[src/rtl/router_pkg.sv]
// router_pkg
// Shared types and constants for the round-robin output router.
//   DATA_W_DFLT / DEST_W_DFLT : default beat and destination-field widths
//   fsm_state_t               : arbiter FSM states
//   beat_ctl_t                : per-beat qualifiers stored with each buffered beat
//   buf_entry_t               : full buffer entry at the default data width
//   next_idx()                : wrapping increment for port indices
package router_pkg;

   localparam int DATA_W_DFLT = 64;
   localparam int DEST_W_DFLT = 8;

   typedef enum logic {
      ST_IDLE = 1'b0,
      ST_BUSY = 1'b1
   } fsm_state_t;

   typedef struct packed {
      logic hdr_v;
      logic pld_v;
      logic sof;
      logic eof;
   } beat_ctl_t;

   localparam int CTL_W = $bits(beat_ctl_t);

   // Buffer entry layout at the default width. Non-default widths use the
   // same ordering: data in the upper bits, qualifiers in the low CTL_W bits.
   typedef struct packed {
      logic [DATA_W_DFLT-1:0] data;
      logic                   hdr_v;
      logic                   pld_v;
      logic                   sof;
      logic                   eof;
   } buf_entry_t;

   function automatic int next_idx(input int idx, input int n);
      return (idx + 1 >= n) ? 0 : idx + 1;
   endfunction

endpackage

[src/rtl/router_skid_fifo.sv]
// router_skid_fifo
// Small output buffer between the arbiter and the downstream sink.
//   clk, rst   : clock, asynchronous active-high reset
//   push, din  : write one entry (dropped when full and not popping)
//   pop        : remove the head entry if one is present
//   dout       : head entry, all zeros when empty
//   level_nxt  : occupancy after this cycle's push/pop
//   overflow   : pulses when a push is dropped
module router_skid_fifo #(
   parameter int Width = 8,
   parameter int Depth = 2,
   parameter int CntW  = $clog2(Depth + 1)
) (
   input  logic             clk,
   input  logic             rst,
   input  logic             push,
   input  logic [Width-1:0] din,
   input  logic             pop,
   output logic [Width-1:0] dout,
   output logic [CntW-1:0]  level_nxt,
   output logic             overflow
);

   localparam int AddrW = (Depth > 1) ? $clog2(Depth) : 1;

   logic [Width-1:0] mem [Depth];
   logic [AddrW-1:0] wr_ptr;
   logic [AddrW-1:0] rd_ptr;
   logic [CntW-1:0]  level;
   logic             empty;
   logic             full;
   logic             do_push;
   logic             do_pop;

   function automatic logic [AddrW-1:0] bump(input logic [AddrW-1:0] p);
      return (p == AddrW'(Depth - 1)) ? '0 : p + AddrW'(1);
   endfunction

   assign empty     = (level == '0);
   assign full      = (level == CntW'(Depth));
   assign do_pop    = pop & ~empty;
   // A full buffer still takes a beat when the head leaves in the same cycle.
   assign do_push   = push & (~full | do_pop);
   assign overflow  = push & ~do_push;
   assign level_nxt = level + CntW'(do_push) - CntW'(do_pop);
   assign dout      = empty ? '0 : mem[rd_ptr];

   always_ff @(posedge clk) begin
      if (do_push) begin
         mem[wr_ptr] <= din;
      end
   end

   always_ff @(posedge clk or posedge rst) begin
      if (rst) begin
         wr_ptr <= '0;
         rd_ptr <= '0;
         level  <= '0;
      end else begin
         if (do_push) begin
            wr_ptr <= bump(wr_ptr);
         end
         if (do_pop) begin
            rd_ptr <= bump(rd_ptr);
         end
         level <= level_nxt;
      end
   end

endmodule

[src/rtl/router_muxn_rr.sv]
// router_muxn_rr
// One router output: picks among NumPorts sources whose SOF targets PortNo,
// round-robin, and forwards the whole packet of the granted source through
// a skid buffer.
//   CLK, RST                     : clock, asynchronous active-high reset
//   D, DEST                      : per-port beat data and destination field
//   DEST_VALID, D_HDR_VALID,
//   D_PLD_VALID, D_SOF, D_EOF    : per-port qualifiers
//   D_BP                         : registered backpressure, granted port only
//   Q, Q_HDR_VALID, Q_PLD_VALID,
//   Q_SOF, Q_EOF                 : buffer head, zero when empty
//   Q_BP                         : downstream backpressure
//   ERR_OVF                      : sticky buffer-overflow flag
//
// state   | meaning
// --------+-------------------------------------------------------------
// ST_IDLE | no packet open; a request here is granted and its beat taken
// ST_BUSY | packet open on gnt; valid beats from gnt taken until EOF
module router_muxn_rr
   import router_pkg::*;
#(
   parameter int NumPorts  = 4,
   parameter int PortNo    = 1,
   parameter int DataWidth = DATA_W_DFLT,
   parameter int DestWidth = DEST_W_DFLT,
   parameter int SkidDepth = 2
) (
   input  logic                          CLK,
   input  logic                          RST,
   input  logic [NumPorts*DataWidth-1:0] D,
   input  logic [NumPorts*DestWidth-1:0] DEST,
   input  logic [NumPorts-1:0]           DEST_VALID,
   input  logic [NumPorts-1:0]           D_HDR_VALID,
   input  logic [NumPorts-1:0]           D_PLD_VALID,
   input  logic [NumPorts-1:0]           D_SOF,
   input  logic [NumPorts-1:0]           D_EOF,
   output logic [NumPorts-1:0]           D_BP,
   output logic [DataWidth-1:0]          Q,
   output logic                          Q_HDR_VALID,
   output logic                          Q_PLD_VALID,
   output logic                          Q_SOF,
   output logic                          Q_EOF,
   input  logic                          Q_BP,
   output logic                          ERR_OVF
);

   localparam int IdxW = (NumPorts > 1) ? $clog2(NumPorts) : 1;
   localparam int EntW = DataWidth + CTL_W;
   localparam int CntW = $clog2(SkidDepth + 1);

   fsm_state_t           state;
   fsm_state_t           state_nxt;
   logic [IdxW-1:0]      ptr;
   logic [IdxW-1:0]      ptr_nxt;
   logic [IdxW-1:0]      gnt;
   logic [IdxW-1:0]      gnt_nxt;
   logic [IdxW-1:0]      cur;
   logic [IdxW-1:0]      arb_idx;
   logic                 arb_hit;
   logic [NumPorts-1:0]  req;
   logic [NumPorts-1:0]  bp_nxt;
   logic                 push;
   logic                 push_sof;
   logic                 bp_valid;
   beat_ctl_t            push_ctl;
   beat_ctl_t            head_ctl;
   logic [DataWidth-1:0] push_data;
   logic [EntW-1:0]      fifo_din;
   logic [EntW-1:0]      fifo_dout;
   logic [CntW-1:0]      level_nxt;
   logic                 fifo_ovf;

   always_comb begin
      req = '0;
      for (int i = 0; i < NumPorts; i++) begin
         req[i] = D_SOF[i] & DEST_VALID[i]
                & (DEST[i*DestWidth +: DestWidth] == DestWidth'(PortNo));
      end
   end

   // First requester at or after ptr, wrapping.
   always_comb begin : arb
      int idx;
      arb_hit = 1'b0;
      arb_idx = '0;
      idx     = 0;
      for (int k = 0; k < NumPorts; k++) begin
         idx = int'(ptr) + k;
         if (idx >= NumPorts) begin
            idx = idx - NumPorts;
         end
         if (!arb_hit && req[idx]) begin
            arb_hit = 1'b1;
            arb_idx = IdxW'(idx);
         end
      end
   end

   always_comb begin
      state_nxt = state;
      ptr_nxt   = ptr;
      gnt_nxt   = gnt;
      cur       = gnt;
      push      = 1'b0;
      push_sof  = 1'b0;
      bp_valid  = 1'b0;
      case (state)
         ST_IDLE: begin
            if (arb_hit) begin
               cur      = arb_idx;
               push     = 1'b1;
               push_sof = 1'b1;
               bp_valid = 1'b1;
               gnt_nxt  = arb_idx;
               ptr_nxt  = IdxW'(next_idx(int'(arb_idx), NumPorts));
               if (!D_EOF[arb_idx]) begin
                  state_nxt = ST_BUSY;
               end
            end
         end
         ST_BUSY: begin
            bp_valid = 1'b1;
            if (D_HDR_VALID[gnt] | D_PLD_VALID[gnt]) begin
               push = 1'b1;
               // EOF closes the packet even if the buffer drops the beat,
               // so an overflow cannot wedge the FSM in BUSY.
               if (D_EOF[gnt]) begin
                  state_nxt = ST_IDLE;
               end
            end
         end
         default: begin
            state_nxt = ST_IDLE;
         end
      endcase
   end

   always_comb begin
      push_data      = D[int'(cur)*DataWidth +: DataWidth];
      push_ctl.hdr_v = D_HDR_VALID[cur];
      push_ctl.pld_v = D_PLD_VALID[cur];
      push_ctl.sof   = push_sof;
      push_ctl.eof   = D_EOF[cur];
   end

   // Backpressure follows the occupancy this cycle leaves behind, so it
   // reaches the source one cycle later from a flop.
   always_comb begin
      bp_nxt = '0;
      if (bp_valid && (level_nxt >= CntW'(SkidDepth - 1))) begin
         bp_nxt[cur] = 1'b1;
      end
   end

   always_ff @(posedge CLK or posedge RST) begin
      if (RST) begin
         state   <= ST_IDLE;
         ptr     <= '0;
         gnt     <= '0;
         D_BP    <= '0;
         ERR_OVF <= 1'b0;
      end else begin
         state <= state_nxt;
         ptr   <= ptr_nxt;
         gnt   <= gnt_nxt;
         D_BP  <= bp_nxt;
         if (fifo_ovf) begin
            ERR_OVF <= 1'b1;
         end
      end
   end

   assign fifo_din = {push_data, push_ctl};

   router_skid_fifo #(
      .Width (EntW),
      .Depth (SkidDepth),
      .CntW  (CntW)
   ) u_skid (
      .clk       (CLK),
      .rst       (RST),
      .push      (push),
      .din       (fifo_din),
      .pop       (~Q_BP),
      .dout      (fifo_dout),
      .level_nxt (level_nxt),
      .overflow  (fifo_ovf)
   );

   assign {Q, head_ctl} = fifo_dout;
   assign Q_HDR_VALID   = head_ctl.hdr_v;
   assign Q_PLD_VALID   = head_ctl.pld_v;
   assign Q_SOF         = head_ctl.sof;
   assign Q_EOF         = head_ctl.eof;

endmodule
[config.mk]
export PLATFORM = sky130hd
export DESIGN_NAME = router_muxn_rr
export DESIGN_NICKNAME = d
export VERILOG_FILES = /design/src/rtl/router_pkg.sv /design/src/rtl/router_skid_fifo.sv /design/src/rtl/router_muxn_rr.sv
export SDC_FILE = /design/constraint.sdc
export NUM_CORES = 1
export LEC_CHECK = 0
export CAP_MARGIN = 20
export CORE_MARGIN = 2
export CORE_UTILIZATION = 40
export DETAILED_ROUTE_END_ITERATION = 12
export PLACE_DENSITY = 0.78
export REMOVE_ABC_BUFFERS = 1
export SYNTH_ARGS = -nofsm -noshare
export SYNTH_HDL_FRONTEND = slang
export SYNTH_HIERARCHICAL = 1
export SYNTH_SLANG_ARGS = --single-unit
[constraint.sdc]
create_clock -name CLK -period 6 [get_ports CLK]
set_clock_uncertainty 0.1 [all_clocks]
set_input_delay 0.9 -clock CLK [delete_from_list [all_inputs] [get_ports CLK]]
set_output_delay 0.9 -clock CLK [all_outputs]
set_load 0.03 [all_outputs]
==> results of run 1 <==
## logic make-up after synthesis
group,after synthesis
compound gates,23
xor+xnor,4
fa+ha+maj,2
buf+inv,49
flops,150
mux,275
simple gates,119
## worst max-delay path by stage
stage | from | to
3_3_place_gp | DEST[27] | u_skid/mem[0][37]
2_1_floorplan | DEST[27] | u_skid/mem[0][0]
4_1_cts | u_skid/rd_ptr | Q[6]
5_1_grt | u_skid/rd_ptr | Q[6]
3_5_place_dp | DEST[27] | u_skid/mem[1][37]
6_report | DEST[27] | u_skid/mem[0][11]
## where the power goes
group / switching, mW / total [mW] / leakage (nW) / internal [mW]
Clock: 0.413 / 1.07 / 0.293 / 0.659
Combinational: 1.01 / 1.87 / 3.23 / 0.861
Sequential: 0.0879 / 1.28 / 1.40 / 1.20
## critical path: cells and delay by family
family,cells,cell delay (ns)
multiplexers,1,0.40
AND/OR/NAND/NOR,3,1.33
buffers and inverters,2,0.81
AO/OA/AOI/OAI,3,0.54
## synthesized netlist by cell type (4+ instances only)
master and count:
mux2i_1 273, edfxtp_1 136, nor2_1 76, buf_2 17
dfrtp_1 14, buf_6 9, buf_4 8, inv_1 7
nor3_1 7, clkbuf_1 6, a21oi_1 5, nand2b_1 4
xnor2_1 4
## final cells by class
type / instances / area share, %
repair buffers: 391 / 30.3
flip-flops and latches: 150 / 34.3
inverters: 8 / 0.232
clock buffers: 18 / 3.31
clock inverters: 14 / 1.36
multi-input cells: 423 / 27.9
well taps: 270 / 2.61
## per-stage QoR
stage	cell area, µm²	power, mW	instances
global placement	12300	3.18	1242
finish	13000	4.22	1274
floorplan	8050	2.48	581
CTS	13000	4.28	1274
detailed placement	12300	3.20	1242
global route	13000	4.42	1274
## registers in the layout (all words and copies together) (netlist names)
register,flops
u_skid/mem,136
D_BP,4
gnt,2
ptr,2
u_skid/level,2
ERR_OVF,1
state,1
u_skid/rd_ptr,1
u_skid/wr_ptr,1
## metal layers
layer  vias to the layer above  global-route usage (%)
met5                         -                       0
met4                         0                    6.71
met3                        30                    5.92
met2                       243                    37.1
met1                      3019                    21.6
li1                       3094                       -
==> results.py, run 1 <==
metrics = {
    "final_layout": {
        "layout-drive-gt1-share_pct": 5.28,
        "regArea_um2": 4440,
        "multiInputGateArea_um2": 3610,
        "nNetsFinal": 1304,
        "final_common_cell": "clkdlybuf4s50_1",
        "area_delta_synth_final_pct": 55.5,
        "mostFrequentLayoutCells": "383 x clkdlybuf4s50_1, 273 x mux2i_1, 136 x edfxtp_1, 75 x nor2_1, 17 x clkbuf_16",
        "diodes": 0,
        "num-fill-cells": 1626,
        "final_core_util_pct": 63.6,
    },
    "placement": {
        "io_buffers": 383,
        "gp_congestion": 0.796,
        "dp_hpwl_mm": 16.6,
        "dp_slack_ns": 1.68,
    },
    "setup_path": {
        "cp.arrival_ns": 4.05,
        "cp_slowest_cell": "or4_4",
        "reg2reg_to": "u_skid/mem[0][11]",
        "critPathLaunchType": "input pin",
        "path_class": "in2reg",
        "ff2ff_setup_slack_ns": 3.12,
        "path_cells": "clkdlybuf4s50_1 -> or4_4 -> nor4_4 -> nor4bb_1 -> a31o_1 -> o31a_1 -> o31a_2 -> buf_12 -> mux2i_1",
        "end_kind": "flop",
        "reg2regPathDepth": 6,
        "timing.rr.start": "ptr[1]",
        "max_stage_delay_ns": 0.54,
        "cp_data_required_time_ns": 6.09,
        "cp_max_fo": 70,
    },
    "sta": {
        "rsz0062_at_grt": "no",
        "finalSetupTns_ns": 0,
        "fin_crit_sh_pct": 66.0,
        "hold_viol": 0,
        "whs_ns": 0.382,
        "tightest_slew_ns": 0.995,
        "fmax_mhz": 252,
        "fin_ws_ns": 2.04,
        "setup_viol": 0,
        "min_period_ns": 3.96,
        "final_max_slew_viol_count": 0,
        "relSlewSlack_pct": 33.7,
    },
    "synthesis": {
        "ys_ff_latch": 150,
        "synth_seq_area_share_pct": 53.2,
        "synth_compound_area_share_pct": 1.92,
        "yosys.area_share.simple_pct": 7.15,
        "muxShareOfSynthArea_pct": 33.2,
        "synth-edff-count": 136,
        "postSynthCellCount": 622,
        "yosys_warnings": 6,
        "syn_area_um2": 8330,
        "yosysTopAreaCellShare_pct": 49.0,
        "async_flop_share_pct": 9.33,
        "syn_area_per_cell_um2": 13.4,
        "synth.distinct_cells": 52,
        "synth_top_cells_by_area": "edfxtp_1 49%, mux2i_1 33%, dfrtp_1 4.2%",
        "ys.flop_type": "edfxtp_1",
        "yosys.area_share.adder_pct": 0.300,
        "synth_xor_area_share_pct": 0.421,
        "synth_top_family_by_area": "multiplexers",
        "synth_area_leader_cell": "edfxtp_1",
    },
    "clocking": {
        "cts_setup_buffers": 0,
        "clk_pin_slew_ns": 0.06,
        "cts_repair_resize_count": 0,
        "cts_tree": "done",
        "clock_sinks": 150,
        "cts-root-buf": "clkbuf_16",
        "clock_path_buffers": 2,
        "cts_made_buffers": 17,
        "hold_buffers": 0,
        "clock_latency_ns": 0.41,
        "h-tree-depth": 4,
    },
    "detailed_routing": {
        "dr.max_layer_used": "met4",
        "first_pass_iters": 4,
        "drt_iter0_drc": 220,
        "wl_met1_mm": 8.29,
        "route.met3.wl_mm": 1.65,
        "postRouteAntennaNets": 0,
        "viasPerCell": 5.01,
        "wl_met2_mm": 11.9,
        "route.detailed.wl_per_inst_um": 17.5,
        "vias": 6386,
        "drt_wl_total_mm": 22.3,
        "post-route-drc-count": 0,
    },
    "floorplanning": {
        "io_pins": 384,
        "die-height_um": 148,
        "die_x_um": 148,
        "coreArea_um2": 20400,
        "dieArea_um2": 22000,
        "initial_core_util_pct": 40.9,
        "row_count": 52,
    },
    "power_and_ir_drop": {
        "p_per_area_nw_per_um2": 326,
        "p_leak_nw": 4.93,
        "peakVddDrop_v": 0.000179,
    },
    "min_path": {
        "holdPathEnd": "ERR_OVF",
        "hold_path_depth": 1,
        "hold_start": "ERR_OVF",
        "hp-class": "reg2reg",
    },
    "global_routing": {
        "grt_pass1_vias": 6528,
        "grt_overflow_total": 0,
        "grt.total_usage_pct": 20.0,
        "antenna_found_initial": 0,
        "grt_max_degree": 71,
        "grt_pass1_wl_mm": 33.9,
    },
    "flow_run": {
        "drv_cap": 0,
    },
    "run_status": {
        "status": "finished, final reports clean",
    },
}
Note: power is estimated with default switching activity, not from simulation.
==> run 2, diff against run 1 <==
Clock period 6 ns to 4.08 ns, I/O delays scaled along.
==> run 2 against run 1 <==
  * Wire length increased by 5.1%
  * Global-route usage increased by 0.99 points
  * Non-clock buffer count increased by 21
  * Core utilization increased by 1.0 points
  * Count of clock-buffer cells in the layout unchanged
  * Hold slack got worse by 0.041 ns
  * Flip-flop and latch count unchanged
  * Clock power increased by 45%
  * Critical path type unchanged
  * Largest cell class unchanged
  * Largest power group unchanged
==> results.py, run 2 (synthesis results as in run 1) <==
metrics = {
    "sta": {
        "min_period_ns": 3.57,
        "finalSetupTns_ns": 0,
        "fin_crit_sh_pct": 87.6,
        "fmax_mhz": 280,
        "rsz0062_at_grt": "no",
        "relSlewSlack_pct": 53.2,
        "fin_ws_ns": 0.507,
        "tightest_slew_ns": 0.703,
        "hold_viol": 0,
        "setup_viol": 0,
        "final_max_slew_viol_count": 0,
    },
    "final_layout": {
        "mostFrequentLayoutCells": "383 x clkdlybuf4s50_1, 273 x mux2i_1, 136 x edfxtp_1, 75 x nor2_1, 20 x buf_4",
        "num-fill-cells": 1608,
        "regArea_um2": 4440,
        "reg_top3": "u_skid/mem (136), D_BP (4)",
        "regMostFlops": "u_skid/mem",
        "fin_area_um2": 13200,
        "final_common_cell": "clkdlybuf4s50_1",
        "final_core_util_pct": 64.7,
        "layout-drive-gt1-share_pct": 7.13,
        "final_cells": 1294,
        "diodes": 0,
        "area_delta_synth_final_pct": 58.1,
        "multiInputGateArea_um2": 3610,
        "largest_reg_flops": 136,
        "nNetsFinal": 1325,
    },
    "floorplanning": {
        "row_count": 52,
        "coreArea_um2": 20400,
        "dieArea_um2": 22000,
        "die-height_um": 148,
        "io_pins": 384,
        "die_x_um": 148,
        "initial_core_util_pct": 40.9,
    },
    "global_routing": {
        "grt_overflow_total": 0,
        "grt_pass1_wl_mm": 35.4,
        "grt_max_degree": 47,
        "antenna_found_initial": 0,
        "grt.total_usage_pct": 21.0,
        "grt_pass1_vias": 6799,
    },
    "clocking": {
        "cts_made_buffers": 17,
        "cts_tree": "done",
        "h-tree-depth": 4,
        "clock_latency_ns": 0.41,
        "clk_pin_slew_ns": 0.06,
        "clock_sinks": 150,
        "clock_path_buffers": 2,
        "cts_repair_resize_count": 0,
        "hold_buffers": 0,
        "cts_setup_buffers": 0,
        "cts-root-buf": "clkbuf_16",
    },
    "placement": {
        "gp_congestion": 0.819,
        "placed_area_um2": 12600,
        "dp.cells": 1263,
        "dp_hpwl_mm": 17.8,
        "io_buffers": 383,
        "dp_slack_ns": 0.0837,
    },
    "run_status": {
        "status": "finished, final reports clean",
    },
    "detailed_routing": {
        "first_pass_iters": 4,
        "vias": 6479,
        "route.detailed.wl_per_inst_um": 18.1,
        "viasPerCell": 5.01,
        "postRouteAntennaNets": 0,
        "post-route-drc-count": 0,
        "drt_wl_total_mm": 23.5,
        "drt_iter0_drc": 225,
    },
    "power_and_ir_drop": {
        "p_per_area_nw_per_um2": 475,
        "peakVddDrop_v": 0.000256,
        "p_leak_nw": 5.04,
    },
    "setup_path": {
        "cp.arrival_ns": 3.71,
        "max_stage_delay_ns": 0.54,
        "path_class": "in2reg",
        "path_cells": "clkdlybuf4s50_1 -> or4_4 -> nor4_4 -> nor4bb_1 -> a31o_1 -> o31a_1 -> o31a_2 -> buf_4 -> mux2i_1",
        "cp_slowest_cell": "or4_4",
        "cp_data_required_time_ns": 4.21,
        "end_kind": "flop",
        "reg2regPathDepth": 6,
        "critPathLaunchType": "input pin",
        "cp_max_fo": 36,
    },
    "flow_run": {
        "drv_cap": 0,
    },
    "min_path": {
        "hp-class": "in2async",
    },
}
run 2: cell types whose count changed in the layout (fill, tap and decap cells not counted):
cell / change
buf_4: +15
buf_12: +6
clkinv_4: -4
clkinvlp_4: +3
clkinv_2: +2
inv_6: -2
run 2: power by group:
| part | total (mW) | switching [mW] | internal (mW) |
|---|---|---|---|
| Combinational | 2.87 | 1.56 | 1.31 |
| Clock | 1.55 | 0.594 | 0.954 |
| Sequential | 1.84 | 0.0813 | 1.76 |
run 2: cell type report:
class | instances | share of cell area [%]
Clock buffer | 18 | 3.26
Clock inverter | 13 | 1.19
Sequential cell | 150 | 33.7
Inverter | 8 | 0.228
Timing Repair Buffer | 412 | 31.6
Tap cell | 270 | 2.57
Multi-Input combinational cell | 423 | 27.4
run 2: worst paths after layout:
| path | startpoint | endpoint | slack (ns) |
|---|---|---|---|
| max | DEST[27] | u_skid/mem[0][33] | 0.51 |
| min | RST | u_skid/level[1] | 0.34 |
| max reg2reg | ptr[1] | u_skid/mem[0][33] | 1.22 |
| min reg2reg | ERR_OVF | ERR_OVF | 0.37 |
| max in group asynchronous | RST | gnt[1] | 3.20 |
| min in group CLK | ERR_OVF | ERR_OVF | 0.37 |
run 2: metrics by stage:
step	power (mW)	hold slack, ns
floorplan	3.64	0.278
global placement	4.73	0.350
detailed placement	4.76	0.352
CTS	6.32	0.328
global route	6.53	0.334
finish	6.26	0.341
run 2: per-layer routing:
layer	track usage (%)	part of all wire [%]
met1	23.5	38
met2	39.0	53
met3	5.40	6.7
met4	6.38	1.6
met5	0	0
run 2: critical path: cells and delay by family:
kind / cells / cell delay [ns]
buffers and inverters: 2 / 0.93
and+or+nand+nor: 3 / 1.23
muxes: 1 / 0.33
AOI/OAI and AO/OA: 3 / 0.53
==> run 3, diff against run 2 <==
==> constraint.sdc (replaced) <==
create_clock -name CLK -period 4.08 [get_ports CLK]
set_clock_uncertainty 0.1 [all_clocks]
set_input_delay 0.816 -clock CLK [delete_from_list [all_inputs] [get_ports CLK]]
set_output_delay 0.816 -clock CLK [all_outputs]
set_load 0.03 [all_outputs]
==> run 3 against run 2 <==
  * Hold slack improved by 0.033 ns
  * Cell count is the same
  * Via count decreased by 0.26%
  * Sequential share of layout area shrank 0.054 points
  * Non-clock buffer count down 1
  * Combinational power barely moved
  * Global-route usage rose by 0.058 points
  * Clock power is essentially flat
  * Core utilization up 0.10 points
  * Critical path depth did not move
  * Wire length rose by 0.29%
  * Count of clock-buffer cells in the layout is 2 higher
  * Critical path type unchanged
  * Critical endpoint is now u_skid/mem[1][53]
  * Highest routed layer unchanged
==> results.py, run 3 (synthesis results as in run 1) <==
metrics = {
    "clocking": {
        "cts-root-buf": "clkbuf_16",
        "cts_made_buffers": 17,
        "cts_tree": "done",
        "h-tree-depth": 4,
        "cts_setup_buffers": 0,
        "hold_buffers": 0,
        "clk_pin_slew_ns": 0.06,
        "clock_latency_ns": 0.41,
        "cts_repair_resize_count": 0,
        "clock_sinks": 150,
        "clock_path_buffers": 2,
    },
    "power_and_ir_drop": {
        "p_per_area_nw_per_um2": 474,
        "p_leak_nw": 5.04,
        "peakVddDrop_v": 0.000255,
    },
    "final_layout": {
        "reg_top3": "u_skid/mem (136), D_BP (4)",
        "nNetsFinal": 1324,
        "final_common_cell": "clkdlybuf4s50_1",
        "regMostFlops": "u_skid/mem",
        "mostFrequentLayoutCells": "383 x clkdlybuf4s50_1, 273 x mux2i_1, 136 x edfxtp_1, 75 x nor2_1",
        "area_delta_synth_final_pct": 58.3,
        "layout-drive-gt1-share_pct": 6.93,
        "final_core_util_pct": 64.8,
        "fin_area_um2": 13200,
        "diodes": 0,
        "largest_reg_flops": 136,
    },
    "floorplanning": {
        "dieArea_um2": 22000,
        "io_pins": 384,
        "row_count": 52,
        "coreArea_um2": 20400,
        "initial_core_util_pct": 40.9,
        "die_x_um": 148,
        "die-height_um": 148,
    },
    "detailed_routing": {
        "vias": 6462,
        "first_pass_iters": 4,
        "viasPerCell": 4.99,
        "route.detailed.wl_per_inst_um": 18.2,
        "drt_iter0_drc": 195,
        "postRouteAntennaNets": 0,
        "post-route-drc-count": 0,
        "drt_wl_total_mm": 23.5,
    },
    "global_routing": {
        "grt_pass1_vias": 6660,
        "grt_max_degree": 42,
        "grt.total_usage_pct": 21.0,
        "antenna_found_initial": 0,
        "grt_overflow_total": 0,
        "grt_pass1_wl_mm": 35.6,
    },
    "sta": {
        "finalSetupTns_ns": 0,
        "fin_crit_sh_pct": 88.3,
        "min_period_ns": 3.60,
        "final_max_slew_viol_count": 0,
        "hold_viol": 0,
        "relSlewSlack_pct": 58.1,
        "tightest_slew_ns": 0.629,
        "setup_viol": 0,
        "rsz0062_at_grt": "no",
        "whs_ns": 0.374,
        "fmax_mhz": 278,
    },
    "setup_path": {
        "ff2ff_setup_slack_ns": 1.46,
        "reg2reg_to": "u_skid/mem[1][53]",
        "cp_slowest_cell": "or4_4",
        "timing.rr.start": "ptr[1]",
        "path_cells": "clkdlybuf4s50_1 -> or4_4 -> nor4_4 -> nor2b_1 -> a31o_1 -> o31a_1 -> o31a_2 -> buf_12 -> mux2i_1",
        "end_kind": "flop",
        "path_class": "in2reg",
        "cp.arrival_ns": 3.72,
        "cp_data_required_time_ns": 4.20,
        "max_stage_delay_ns": 0.54,
        "reg2regPathDepth": 6,
        "critPathLaunchType": "input pin",
        "cp_max_fo": 38,
    },
    "min_path": {
        "holdPathEnd": "ERR_OVF",
        "hold_start": "ERR_OVF",
        "hp-class": "reg2reg",
        "hold_path_depth": 1,
    },
    "placement": {
        "placed_area_um2": 12600,
        "gp_congestion": 0.804,
        "io_buffers": 383,
        "dp_hpwl_mm": 17.8,
    },
    "flow_run": {
        "drv_cap": 0,
    },
    "run_status": {
        "status": "finished, final reports clean",
    },
}
[run 3: how the worst max path moves through the flow]
| stage | start | to | slack, ns | depth (start not counted) |
|---|---|---|---|---|
| after floorplan | DEST[27] | u_skid/mem[0][0] | -7.57 | 7 |
| after detailed placement | DEST[27] | u_skid/mem[0][53] | 0.08 | 9 |
| after CTS | DEST[27] | u_skid/mem[0][53] | 0.52 | 9 |
| after global placement | DEST[27] | u_skid/mem[1][59] | 0.15 | 9 |
| after global routing | DEST[27] | D_BP[3] | 0.39 | 13 |
| final | DEST[27] | u_skid/mem[1][53] | 0.48 | 9 |
[run 3: cell type report]
class / instances / area (µm²)
fill: 1617 / 7180
sequential: 150 / 4440
timing repair buffer: 411 / 4180
multi-input combinational: 423 / 3610
clock buffer: 20 / 437
tap: 270 / 338
clock inverter: 12 / 153
inverter: 8 / 30.0
[run 3: metal layers]
layer  routed length (µm)  global-route usage [%]  vias to the layer above
li1                     -                       -                     3126
met1                 8720                    23.2                     3075
met2                12700                    39.7                      240
met3                 1790                    5.49                       21
met4                  315                    5.90                        0
met5                    0                       0                        -
[run 3: metrics by stage]
stage,total power [mW],instances,setup slack [ns]
after CTS,6.33,1294,0.516
final,6.26,1294,0.478
after global placement,4.73,1262,0.154
after detailed placement,4.77,1262,0.0751
after floorplan,3.64,581,-7.57
after global routing,6.52,1294,0.388
[run 3: power by group]
part | switching, mW | internal, mW | total, mW | leakage (nW)
Clock | 0.590 | 0.961 | 1.55 | 0.278
Combinational | 1.54 | 1.31 | 2.85 | 3.36
Sequential | 0.0993 | 1.76 | 1.86 | 1.40
[run 3: worst max-delay path, delay by kind of cell]
kind	cells	cell delay, ns
AOI/OAI and AO/OA	3	0.95
and+or+nand+nor	3	1.02
buffers and inverters	2	0.59
muxes	1	0.29
